==> src/rtl/forward_hazard_unit_pkg.sv <==
// Shared pipeline definitions for the forwarding / hazard unit:
// register-number width, operand select encodings and shadow stage layouts.
package forward_hazard_unit_pkg;

  localparam int REG_W = 5;
  localparam int CNT_W = 16;
  localparam logic [CNT_W-1:0] CNT_MAX = '1;

  typedef enum logic [1:0] {
    FWD_REG   = 2'd0,
    FWD_EXMEM = 2'd1,
    FWD_MEMWB = 2'd2
  } fwd_sel_e;

  // Control bits of a shadow stage; these are the only fields cleared by reset.
  typedef struct packed {
    logic valid;
    logic reg_write;
    logic mem_read;
  } stage_ctl_t;

  typedef struct packed {
    logic [REG_W-1:0] rs;
    logic [REG_W-1:0] rt;
    logic             uses_rs;
    logic             uses_rt;
    logic [REG_W-1:0] dest;
  } ex_dat_t;

endpackage

==> src/rtl/forward_hazard_unit_fwd_select.sv <==
// Chooses the ALU operand source for one EX source register by matching it
// against the MEM and WB producers; the younger MEM producer wins.
module fwd_select
  import forward_hazard_unit_pkg::*;
(
  input  logic             i_src_used,
  input  logic [REG_W-1:0] i_src,
  input  logic             i_mem_valid,
  input  logic             i_mem_reg_write,
  input  logic [REG_W-1:0] i_mem_dest,
  input  logic             i_wb_valid,
  input  logic             i_wb_reg_write,
  input  logic [REG_W-1:0] i_wb_dest,
  output fwd_sel_e         o_sel
);

  logic w_mem_hit;
  logic w_wb_hit;

  // Register 0 is hard-wired, so a zero source never forwards.
  assign w_mem_hit = i_mem_valid && i_mem_reg_write && (i_mem_dest == i_src);
  assign w_wb_hit  = i_wb_valid  && i_wb_reg_write  && (i_wb_dest  == i_src);

  always_comb begin
    o_sel = FWD_REG;
    if (i_src_used && (i_src != '0)) begin
      if (w_mem_hit)     o_sel = FWD_EXMEM;
      else if (w_wb_hit) o_sel = FWD_MEMWB;
    end
  end

endmodule

==> src/rtl/forward_hazard_unit.sv <==
// Load-use stall detection and EX operand forwarding driven by a shadow
// EX/MEM/WB pipeline that tracks what the datapath holds each cycle.
module forward_hazard_unit
  import forward_hazard_unit_pkg::*;
(
  input  logic             Clk,
  input  logic             Rst,
  input  logic             id_valid,
  input  logic [REG_W-1:0] id_rs,
  input  logic [REG_W-1:0] id_rt,
  input  logic             id_uses_rs,
  input  logic             id_uses_rt,
  input  logic [REG_W-1:0] id_dest,
  input  logic             id_reg_write,
  input  logic             id_mem_read,
  input  logic             flush,
  output logic             stall,
  output logic [1:0]       fwd_a_sel,
  output logic [1:0]       fwd_b_sel,
  output logic [CNT_W-1:0] stall_count
);

  stage_ctl_t       r_ex_ctl;
  ex_dat_t          r_ex_dat;
  logic             r_mem_valid;
  logic             r_mem_reg_write;
  logic [REG_W-1:0] r_mem_dest;
  logic             r_wb_valid;
  logic             r_wb_reg_write;
  logic [REG_W-1:0] r_wb_dest;
  logic [CNT_W-1:0] r_stall_count;

  logic             w_load_use;
  logic             w_bubble;
  fwd_sel_e         w_sel_a;
  fwd_sel_e         w_sel_b;

  // ID stage: a load in EX whose result the ID instruction needs cannot be forwarded yet.
  assign w_load_use = r_ex_ctl.valid && r_ex_ctl.mem_read && r_ex_ctl.reg_write &&
                      (r_ex_dat.dest != '0) &&
                      ((id_uses_rs && (id_rs == r_ex_dat.dest)) ||
                       (id_uses_rt && (id_rt == r_ex_dat.dest)));

  assign stall    = w_load_use && id_valid && !flush && !Rst;
  assign w_bubble = stall || flush || !id_valid;

  always_ff @(posedge Clk) begin
    if (Rst) begin
      r_ex_ctl        <= '0;
      r_mem_valid     <= 1'b0;
      r_mem_reg_write <= 1'b0;
      r_wb_valid      <= 1'b0;
      r_wb_reg_write  <= 1'b0;
      r_stall_count   <= '0;
    end else begin
      r_wb_valid      <= r_mem_valid;
      r_wb_reg_write  <= r_mem_reg_write;
      r_mem_valid     <= r_ex_ctl.valid;
      r_mem_reg_write <= r_ex_ctl.reg_write;
      if (w_bubble) r_ex_ctl <= '0;
      else          r_ex_ctl <= '{valid: 1'b1, reg_write: id_reg_write, mem_read: id_mem_read};
      if (stall && (r_stall_count != CNT_MAX))
        r_stall_count <= r_stall_count + 16'd1;
    end
  end

  // Register numbers ride along unreset; every consumer qualifies them with a valid bit.
  always_ff @(posedge Clk) begin
    r_ex_dat   <= '{rs: id_rs, rt: id_rt, uses_rs: id_uses_rs,
                    uses_rt: id_uses_rt, dest: id_dest};
    r_mem_dest <= r_ex_dat.dest;
    r_wb_dest  <= r_mem_dest;
  end

  // EX stage: operand selects come from registered state only.
  fwd_select u_fwd_a (
    .i_src_used      (r_ex_ctl.valid && r_ex_dat.uses_rs),
    .i_src           (r_ex_dat.rs),
    .i_mem_valid     (r_mem_valid),
    .i_mem_reg_write (r_mem_reg_write),
    .i_mem_dest      (r_mem_dest),
    .i_wb_valid      (r_wb_valid),
    .i_wb_reg_write  (r_wb_reg_write),
    .i_wb_dest       (r_wb_dest),
    .o_sel           (w_sel_a)
  );

  fwd_select u_fwd_b (
    .i_src_used      (r_ex_ctl.valid && r_ex_dat.uses_rt),
    .i_src           (r_ex_dat.rt),
    .i_mem_valid     (r_mem_valid),
    .i_mem_reg_write (r_mem_reg_write),
    .i_mem_dest      (r_mem_dest),
    .i_wb_valid      (r_wb_valid),
    .i_wb_reg_write  (r_wb_reg_write),
    .i_wb_dest       (r_wb_dest),
    .o_sel           (w_sel_b)
  );

  assign fwd_a_sel   = Rst ? 2'd0 : w_sel_a;
  assign fwd_b_sel   = Rst ? 2'd0 : w_sel_b;
  assign stall_count = r_stall_count;

endmodule

==> config.mk <==
export PLATFORM = sky130hd
export DESIGN_NAME = forward_hazard_unit
export DESIGN_NICKNAME = d
export VERILOG_FILES = /design/src/rtl/forward_hazard_unit_pkg.sv /design/src/rtl/forward_hazard_unit_fwd_select.sv /design/src/rtl/forward_hazard_unit.sv
export SDC_FILE = /design/constraint.sdc
export NUM_CORES = 1
export LEC_CHECK = 0
export CORE_MARGIN = 4
export CORE_UTILIZATION = 30
export CTS_CLUSTER_SIZE = 40
export DETAILED_ROUTE_END_ITERATION = 10
export PLACE_DENSITY = 0.61
export SYNTH_ARGS = -nofsm -noshare
export SYNTH_HDL_FRONTEND = slang
export SYNTH_SLANG_ARGS = --single-unit
==> constraint.sdc <==
create_clock -name Clk -period 2.5 [get_ports Clk]
set_input_delay 0.5 -clock Clk [delete_from_list [all_inputs] [get_ports Clk]]
set_output_delay 0.5 -clock Clk [all_outputs]
set_load 0.005 [all_outputs]
==> results of run 1 <==
[layout make-up]
| class | instances | share of cell area |
|---|---|---|
| clock buffer | 6 | 0.0294 |
| clock inverter | 2 | 0.00624 |
| inverter | 5 | 0.00669 |
| multi-input combinational | 145 | 0.382 |
| sequential | 50 | 0.359 |
| tap | 96 | 0.0428 |
| timing repair buffer | 52 | 0.174 |
[flip-flops by register name, indices dropped and copies added, names as in the netlist]
signal	cells
r_ex_ctl	3
r_ex_dat	17
r_mem_dest	5
r_mem_reg_write	1
r_mem_valid	1
r_wb_dest	5
r_wb_reg_write	1
r_wb_valid	1
stall_count	16
[per-stage QoR]
step | hold slack, ns | cells | utilization | setup TNS [ns] | worst slack, ns
4_1_cts | 0.398 | 355 | 0.407 | 0 | 0.00187
3_3_place_gp | 0.380 | 346 | 0.390 | -2.16 | -0.354
5_1_grt | 0.408 | 356 | 0.411 | -0.0462 | -0.0462
2_1_floorplan | 0.373 | 208 | - | 0 | 0.427
3_5_place_dp | 0.384 | 346 | 0.390 | -2.89 | -0.407
6_report | 0.398 | 356 | 0.411 | 0 | 0.0710
[cells by family (layout without fill, tap and decap cells)]
kind of cell	after synthesis	count (layout)	synth area share
flops	50	50	0.474
buf+inv	13	65	0.0326
compound gates	27	27	0.101
xor+xnor	30	30	0.124
mux	4	4	0.0213
simple gates	83	83	0.241
fa+ha+maj	1	1	0.00593
[layer usage]
metal  vias to the layer above  wire, um
li1                        862         -
met1                       789      2330
met2                        26      2170
met3                         7       168
met4                         0        87
met5                         -         0
[power by group]
group	internal, mW	total [mW]	switching, mW	leakage, nW
registers	0.823	0.849	0.0259	0.414
clock network	0.228	0.505	0.277	0.0514
logic	0.0656	0.110	0.0444	0.488
[repair_timing]
action,4_1_cts,5_1_grt
pin swaps,10,1
buffers inserted,1,1
hold endpoints to repair,0,0
hold buffers,0,0
gates resized for setup,17,4
endpoints found under the setup margin,5,3
[layout by cell type (no fill, tap or decap), types with 2 or more instances in the layout]
master and instances:
dlygate4sd2_1 5, nor4_1 4, dfxtp_1 45, or3_1 2, clkbuf_8 6, nand4_1 7
or4_1 10, nor4_2 3, o31ai_1 7, o211ai_1 2, a211oi_1 2, and3b_1 2
nand2_1 8, xor2_1 17, xnor2_1 13, inv_1 5, nor2b_1 10, nor3_2 2
nor2_1 7, mux2_2 4, a21oi_1 8, nor2_2 2, dfxtp_2 5, buf_4 9
clkinv_4 2, nand3_1 8, nor3_1 5, clkdlybuf4s50_1 37, o21ai_0 2, and3_1 2
nor4b_1 2, and4_1 4
[worst max-delay path, cell delays in order (launching register included)]
cell	delay, ns
dfxtp_2	0.35
or4_4	0.50
o211ai_1	0.27
nor3_1	0.07
and4_1	0.17
dlygate4sd2_1	0.26
[how the worst max path moves through the flow]
stage                      endpoint  depth (start not counted)    startpoint  slack, ns
global placement              stall                          6      id_rs[3]      -0.35
finish                 fwd_a_sel[1]                          5  r_ex_dat[14]       0.07
global route           fwd_a_sel[1]                          5  r_ex_dat[13]      -0.05
floorplan           stall_count[13]                          6      id_rs[3]       0.43
CTS                    fwd_a_sel[1]                          5  r_ex_dat[13]      0.002
detailed placement            stall                          6      id_rs[3]      -0.41
==> run summary, run 1 <==
* **result of the run** complete, no violations
* **clock-pin slew on the worst setup and hold paths** 0.10 ns
* **most crowded layer after global routing** met2
* **most area-consuming cells after synthesis** dfxtp_1 (47%), xor2_1 (7.1%), xnor2_1 (5.4%), or4_1 (3.9%), nor2b_1 (3.0%)
* **maximum vdd ir drop** 0.227 mV
* **number of sinks handled by clock tree synthesis** 50
* **H-Tree Level Count** 2
* **number of placement rows** 30
* **synth cell count leaders** dfxtp_1 (50), xor2_1 (17), xnor2_1 (13)
* **number of antenna violations at the first check in global routing** 0
* **later-pin clock latency in the skew report** 0.31 ns
* **Layout Nets** 283
* **DP Area** 2660 sq um
* **launching point of the worst reg2reg path** r_ex_dat[1]
* **syn nets** 232
* **number of clock buffers inserted by TritonCTS** 5
* **peak fanout along the critical path** 3
* **Synthesis Warnings** 0
* **gate count of the mapped netlist** 208
* **DIE WIDTH** 91.9 um
* **P_leak** 0.953 nW
* **met3 Track Usage GR** 0.0336
* **clock tree from TritonCTS** built
* **global-route usage over all layers** 0.118
* **setup repair after global routing missed its margin** true
* **share of flip-flops with an asynchronous set or reset after synthesis** 0
* **flip-flop and latch area** 1010 sq um
* **peak clock frequency supported by timing** 0.412 GHz
* **multi-input gate area in the final layout** 1070 sq um
* **Die Footprint** 8440 sq um
* **met1 routing resource usage after global routing** 0.155
* **worst hold path endpoint** r_wb_dest[1]
* **shortest clock period the worst path allows after layout** 2.43 ns
* **number of design-rule violations left by the first detailed-router iteration** 74
* **top-area cell type share of the netlist area** 0.474
* **power per cell area** 522 nW/um^2
* **data required time at the worst endpoint** 2.00 ns
* **average routed wire per standard cell** 13.4 um
* **proportion of synthesized chip area in sequential cells** 0.474
* **antenna cell count** 0
* **share of the clock period used by the worst path after layout** 0.972
* **Non-Filler Cell Area, Final** 2810 sq um
* **GRT Residual Overflow** 0
* **post-synthesis instance area** 2110 sq um
* **average via count per standard cell** 4.73
* **R2R Setup Slk** 0.32 ns
* **detailed-placement wirelength estimate** 3560 um
* **total of flip-flops plus latches after synthesis** 50
* **kind of critical path** register to output port
* **GP Congestion** 0.799
* **Fin Clk Skew** 0.00661 ns
* **element type at the critical path end** output port
* **most common cell in the netlist** dfxtp_1
* **post-route total power** 1.46 mW
* **Root Driver** clkbuf_8
* **final setup fails** 0
* **Routed Wire Length** 4760 um
* **synth-to-layout area growth** 32.9%
* **Yosys top cell by area** dfxtp_1
* **via count** 1,684
* **Die Ht** 91.9 um
* **fraction of final layout cells with drive strength greater than 1** 0.150
* **DR DRC count** 0
* **port buffer count** 43
* **Starting Density** 0.309
* **final-report max-slew violation count** 0
* **vias in the first global route** 1,613
* **boundary pin count** 44
* **maxcap violations** 0
* **Reg-to-Reg End** stall_count[11]
* **fillers** 685
* **commonest register cell after synthesis** dfxtp_1
* **CP arrival** 1.93 ns
* **max_slew headroom** 0.647
* **Register-to-Register Path Depth** 6
* **worst-margin pin slew** 0.529 ns
* **Hold Path Cell Cnt** 0
* **met2 usage** 0.181
* **core region area** 6830 sq um
* **first-pass GRT wire length** 7910 um
* **maximum count of clock buffers along a single path** 2
* **remaining number of nets flagged by the antenna check after routing** 0
* **synthesized area per cell** 10.1 sq um
* **library cells used by synthesis** 40
* **number of synthesized flops with an enable pin** 0
* **Hold WC Path Type** register to register
* **start point of the worst min-delay path** r_mem_dest[1]
* **nature of the critical path startpoint** register
* **maximum number of pins on one net before global-route repair** 28
* **final hold violation count** 0
* **Pre-antenna DRT Iters** 4
Power figures use the tool's default switching activity.
==> run 2: changes to the inputs <==
- SETUP_SLACK_MARGIN: unset -> 0.02
==> run summary, run 2 (synthesized netlist as in run 1, its figures left out) <==
* **top library cells by usage in the layout, fill and taps aside** dfxtp_1 (44), clkdlybuf4s50_1 (35), xor2_1 (17), xnor2_1 (13), buf_4 (12)
* **most crowded layer after global routing** met2
* **met2 usage** 0.186, +0.00547
* **Register-to-Register Path Depth** 6, unchanged
* **met1 routing resource usage after global routing** 0.155, -0.000504
* **later-pin clock latency in the skew report** 0.31 ns, about the same
* **number of design-rule violations left by the first detailed-router iteration** 69, -6.8%
* **Root Driver** clkbuf_8
* **Crit path buffers/inverters** 2, +1
* **launching point of the worst reg2reg path** r_ex_dat[1]
* **most common cell after layout, fill and taps aside** dfxtp_1
* **final hold violation count** 0, unchanged
* **worst hold path endpoint** r_ex_dat[15]
* **average via count per standard cell** 4.67, -1.2%
* **number of sinks handled by clock tree synthesis** 50, unchanged
* **global-route usage over all layers** 0.119, +0.00138
* **result of the run** complete, no violations
* **worst stage delay on the critical path** 0.52 ns, +0.02 ns
* **Die Footprint** 8440 sq um, unchanged
* **nature of the critical path startpoint** register
* **Worst Hold Margin** 0.346 ns, -0.0520 ns
* **H-Tree Level Count** 2, unchanged
* **setup repair after global routing missed its margin** true
* **R2R Setup Slk** 0.34 ns, +0.02 ns
* **GP Congestion** 0.799, unchanged
* **synth-to-layout area growth** 34.6%
* **met3 Track Usage GR** 0.0336, unchanged
* **final core utilization** 0.416, +0.00531
* **maxcap violations** 0, unchanged
* **Fin Clk Skew** 0.00599 ns, -0.000622 ns
* **fillers** 680, -0.73%
* **Reg-to-Reg End** stall_count[0]
* **max_slew headroom** 0.647, unchanged
* **Setup Total Neg Slack** 0 ns, unchanged
* **number of placement rows** 30, unchanged
* **Hold Path Cell Cnt** 1, +1
* **most flop-heavy register** r_ex_dat
* **start point of the worst min-delay path** id_rs[3]
* **DIE WIDTH** 91.9 um, unchanged
* **maximum number of pins on one net before global-route repair** 28, unchanged
* **Layout Nets** 287, +1.4%
* **average routed wire per standard cell** 13.3 um, -0.15%
* **peak fanout along the critical path** 3, unchanged
* **flip-flop and latch area** 1010 sq um, +0.12%
* **Routed Wire Length** 4800 um, +0.97%
* **shortest clock period the worst path allows after layout** 2.44 ns, +0.00742 ns
* **via count** 1,682, -0.12%
* **P_leak** 0.988 nW, +3.7%
* **kind of critical path** register to output port
* **Non-Filler Cell Area, Final** 2840 sq um, +1.3%
* **DP Area** 2660 sq um, unchanged
* **number of flip-flops under the largest register name** 17, unchanged
* **Starting Density** 0.309, unchanged
* **detailed-placement wirelength estimate** 3560 um, unchanged
* **power per cell area** 516 nW/um^2, -1.1%
* **antenna cell count** 0, unchanged
* **first-pass GRT wire length** 7980 um, +0.78%
* **clock-pin slew on the worst setup and hold paths** 0.09 ns, about the same
* **fraction of final layout cells with drive strength greater than 1** 0.170, +0.0205
* **maximum count of clock buffers along a single path** 2, unchanged
* **Pre-antenna DRT Iters** 4, unchanged
* **core region area** 6830 sq um, unchanged
* **final-report max-slew violation count** 0, unchanged
* **number of antenna violations at the first check in global routing** 0, unchanged
* **GRT Residual Overflow** 0, unchanged
* **port buffer count** 43, unchanged
* **cell breakdown of the critical path** or4_1 > o211ai_1 > buf_4 > nor3_2 > dlygate4sd2_1
* **share of the clock period used by the worst path after layout** 0.975, +0.00297
* **Die Ht** 91.9 um, unchanged
* **post-route total power** 1.47 mW, +0.22%
* **worst-margin pin slew** 0.529 ns, unchanged
* **Hold WC Path Type** input pin to register
* **CP arrival** 1.94 ns, about the same
* **number of clock buffers inserted by TritonCTS** 5, unchanged
* **DR DRC count** 0, unchanged
* **Largest delay share family, worst path** simple AND/OR/NAND/NOR gates
* **boundary pin count** 44, unchanged
* **remaining number of nets flagged by the antenna check after routing** 0, unchanged
* **peak clock frequency supported by timing** 0.410 GHz, -0.30%
* **clock tree from TritonCTS** built
* **data required time at the worst endpoint** 2.00 ns, about the same
* **multi-input gate area in the final layout** 1070 sq um, unchanged
* **vias in the first global route** 1,623, +0.62%
* **quantity of hold-fixing buffers added after cts** 0, unchanged
* **maximum vdd ir drop** 0.227 mV, about the same
* **master of the slowest instance on the critical path** or4_1
* **final setup fails** 0, unchanged
* **element type at the critical path end** output port
[run 2: metal layers]
metal | vias to the layer above | share of wire | wire [um]
met3 | 7 | 0.035 | 167
li1 | 873 | - | -
met4 | 0 | 0.018 | 87
met2 | 24 | 0.46 | 2210
met1 | 778 | 0.49 | 2340
met5 | - | 0 | 0
[run 2: worst max-delay path by stage]
stage | from | to | slack [ns] | cells past startpoint
detailed placement | id_rs[3] | stall | -0.41 | 6
global placement | id_rs[3] | stall | -0.35 | 6
global route | r_ex_dat[8] | fwd_b_sel[0] | -0.002 | 5
CTS | r_ex_dat[13] | fwd_a_sel[1] | 0.03 | 5
floorplan | id_rs[3] | stall_count[13] | 0.43 | 6
finish | r_ex_dat[8] | fwd_b_sel[0] | 0.06 | 5
[run 2: power breakdown]
group          internal, mW  total (mW)  leakage (nW)  switching, mW
combinational        0.0684       0.114         0.523         0.0453
sequential            0.823       0.849         0.414         0.0259
clock                 0.228       0.505        0.0514          0.276
[run 2: final cells by class]
cell class | instances | share of cell area
Clock inverter | 2 | 0.00616
Tap cell | 96 | 0.0423
Sequential cell | 50 | 0.355
Timing Repair Buffer | 56 | 0.184
Multi-Input combinational cell | 145 | 0.377
Inverter | 5 | 0.00661
Clock buffer | 6 | 0.0291
[run 2: metrics by stage]
step	setup slack (ns)	instances
6_report	0.0635	360
5_1_grt	-0.00215	360
4_1_cts	0.0280	358
3_5_place_dp	-0.407	346
3_3_place_gp	-0.354	346
2_1_floorplan	0.427	208
[run 2: repair_timing]
item | 4_1_cts | 5_1_grt
resized for setup | 18 | 9
endpoints found under the setup margin | 5 | 7
setup buffers | 4 | 2
pin swaps | 10 | 6
gates cloned | 0 | 0
==> run 3: changes to the inputs <==
==> constraint.sdc (replaced) <==
create_clock -name Clk -period 2.5 [get_ports Clk]
set_input_delay 0.5 -clock Clk [delete_from_list [all_inputs] [get_ports Clk]]
set_output_delay 0.5 -clock Clk [all_outputs]
set_load 0.05 [all_outputs]
==> run summary, run 3 (synthesized netlist as in run 1, its figures left out) <==
* **Starting Density** 0.309, unchanged
* **Routed Wire Length** 4820 um, +0.35%
* **clock-pin slew on the worst setup and hold paths** 0.10 ns, about the same
* **H-Tree Level Count** 2, unchanged
* **power per cell area** 528 nW/um^2, +2.3%
* **Setup Total Neg Slack** 0 ns, unchanged
* **global-route usage over all layers** 0.120, +0.000599
* **share of the clock period used by the worst path after layout** 0.974, about the same
* **nature of the critical path startpoint** input pin
* **data required time at the worst endpoint** 2.00 ns, about the same
* **flip-flop and latch area** 1000 sq um, -0.50%
* **final setup fails** 0, unchanged
* **Hold WC Path Type** register to register
* **average routed wire per standard cell** 13.4 um, +0.63%
* **DIE WIDTH** 91.9 um, unchanged
* **Register-to-Register Path Depth** 7, +1
* **antenna cell count** 0, unchanged
* **top library cells by usage in the layout, fill and taps aside** dfxtp_1 (48), clkdlybuf4s50_1 (35), xor2_1 (17), xnor2_1 (13), buf_4 (11)
* **maxcap violations** 0, unchanged
* **setup repair after global routing missed its margin** true
* **number of sinks handled by clock tree synthesis** 50, unchanged
* **Largest delay share family, worst path** buffers and inverters
* **most flop-heavy register** r_ex_dat
* **master of the slowest instance on the critical path** clkdlybuf4s50_1
* **maximum number of pins on one net before global-route repair** 24, -14%
* **number of antenna violations at the first check in global routing** 0, unchanged
* **later-pin clock latency in the skew report** 0.31 ns, about the same
* **number of clock buffers inserted by TritonCTS** 5, unchanged
* **vias in the first global route** 1,633, +0.62%
* **CP arrival** 1.93 ns, about the same
* **met2 usage** 0.185, -0.00122
* **Pre-antenna DRT Iters** 4, unchanged
* **maximum vdd ir drop** 0.250 mV, +10%
* **multi-input gate area in the final layout** 1090 sq um, +1.5%
* **number of placement rows** 30, unchanged
* **detailed-placement wirelength estimate** 3730 um, +4.7%
* **met3 Track Usage GR** 0.0287, -0.00492
* **cell breakdown of the critical path** clkdlybuf4s50_1 > xor2_1 > nor4_2 > a32oi_2 > nor2_2 > buf_12
* **max_slew headroom** 0.664, +0.0168
* **GP Congestion** 0.823, +2.9%
* **most common cell after layout, fill and taps aside** dfxtp_1
* **number of flip-flops under the largest register name** 17, unchanged
* **port buffer count** 43, unchanged
* **Hold Path Cell Cnt** 0, -1
* **boundary pin count** 44, unchanged
* **average via count per standard cell** 4.69, +0.28%
* **Fin Clk Skew** 0.0124 ns, +0.00638 ns
* **peak clock frequency supported by timing** 0.411 GHz, about the same
* **Die Ht** 91.9 um, unchanged
* **kind of critical path** input pin to output port
* **Crit path buffers/inverters** 2, unchanged
* **worst stage delay on the critical path** 0.43 ns, -0.09 ns
* **Die Footprint** 8440 sq um, unchanged
* **number of design-rule violations left by the first detailed-router iteration** 58, -16%
* **synth-to-layout area growth** 38.8%
* **core region area** 6830 sq um, unchanged
* **final core utilization** 0.429, +0.0130
* **element type at the critical path end** output port
* **shortest clock period the worst path allows after layout** 2.43 ns, -0.00157 ns
* **GRT Residual Overflow** 0, unchanged
* **DR DRC count** 0, unchanged
* **met1 routing resource usage after global routing** 0.157, +0.00233
* **fraction of final layout cells with drive strength greater than 1** 0.167, -0.00315
* **final hold violation count** 0, unchanged
* **maximum count of clock buffers along a single path** 2, unchanged
* **first-pass GRT wire length** 8050 um, +0.87%
* **final-report max-slew violation count** 0, unchanged
* **clock tree from TritonCTS** built
* **worst-margin pin slew** 0.502 ns, -0.0268 ns
* **via count** 1,682, unchanged
* **cell depth of the worst setup path** 6, +1
* **P_leak** 1.00 nW, +1.4%
* **Root Driver** clkbuf_8
* **remaining number of nets flagged by the antenna check after routing** 0, unchanged
* **most crowded layer after global routing** met2
* **fillers** 675, -0.74%
* **result of the run** complete, no violations
* **Layout Nets** 286, -0.35%
* **peak fanout along the critical path** 2, -1
-- run 3: area by class of cell --
cell class	count	area share
clock buffers	5	0.0235
inverters	5	0.00640
flip-flops and latches	50	0.342
well taps	96	0.0410
repair buffers	55	0.199
clock inverters	3	0.0162
multi-input cells	145	0.371
-- run 3: what timing repair did --
item	in CTS	in global routing
hold buffers	0	0
resized for setup	4	8
endpoints found under the setup margin	1	8
pin swaps	3	8
setup buffers	1	0
-- run 3: layer usage --
metal	wire length (um)	part of all wire	up-vias
met5	0	0	-
met4	107	0.022	0
met3	195	0.040	8
met2	2260	0.47	33
met1	2260	0.47	775
li1	-	-	866
-- run 3: worst paths after layout --
check	end	slack, ns	startpoint
max reg2reg	stall_count[15]	0.29	r_ex_dat[1]
min	r_wb_dest[0]	0.40	r_mem_dest[0]
max	stall	0.07	id_rs[3]
min reg2reg	r_wb_dest[0]	0.40	r_mem_dest[0]
-- run 3: metrics by stage --
stage / power, mW / hold slack, ns / cells / worst slack [ns] / cell area [sq um]
floorplan: 0.917 / 0.373 / 208 / -0.00120 / 2120
global placement: 0.979 / 0.380 / 350 / -0.153 / 2770
detailed placement: 0.980 / 0.384 / 350 / -0.196 / 2770
CTS: 1.56 / 0.398 / 359 / 0.0376 / 2900
global route: 1.61 / 0.405 / 359 / 0.00623 / 2930
finish: 1.55 / 0.397 / 359 / 0.0651 / 2930
-- run 3: where the power goes --
part           leakage, nW  internal (mW)  switching, mW
registers            0.414          0.823         0.0264
clock network       0.0587          0.304          0.281
logic                0.529         0.0680         0.0470
total                 1.00           1.19          0.354
-- run 3: worst register-to-register path, delay by kind of cell, from the launching register on --
family | cells | cell delay (ns)
simple gates | 2 | 0.88
compound gates | 2 | 0.38
flops | 1 | 0.37
buf+inv | 2 | 0.31
xor+xnor | 1 | 0.19
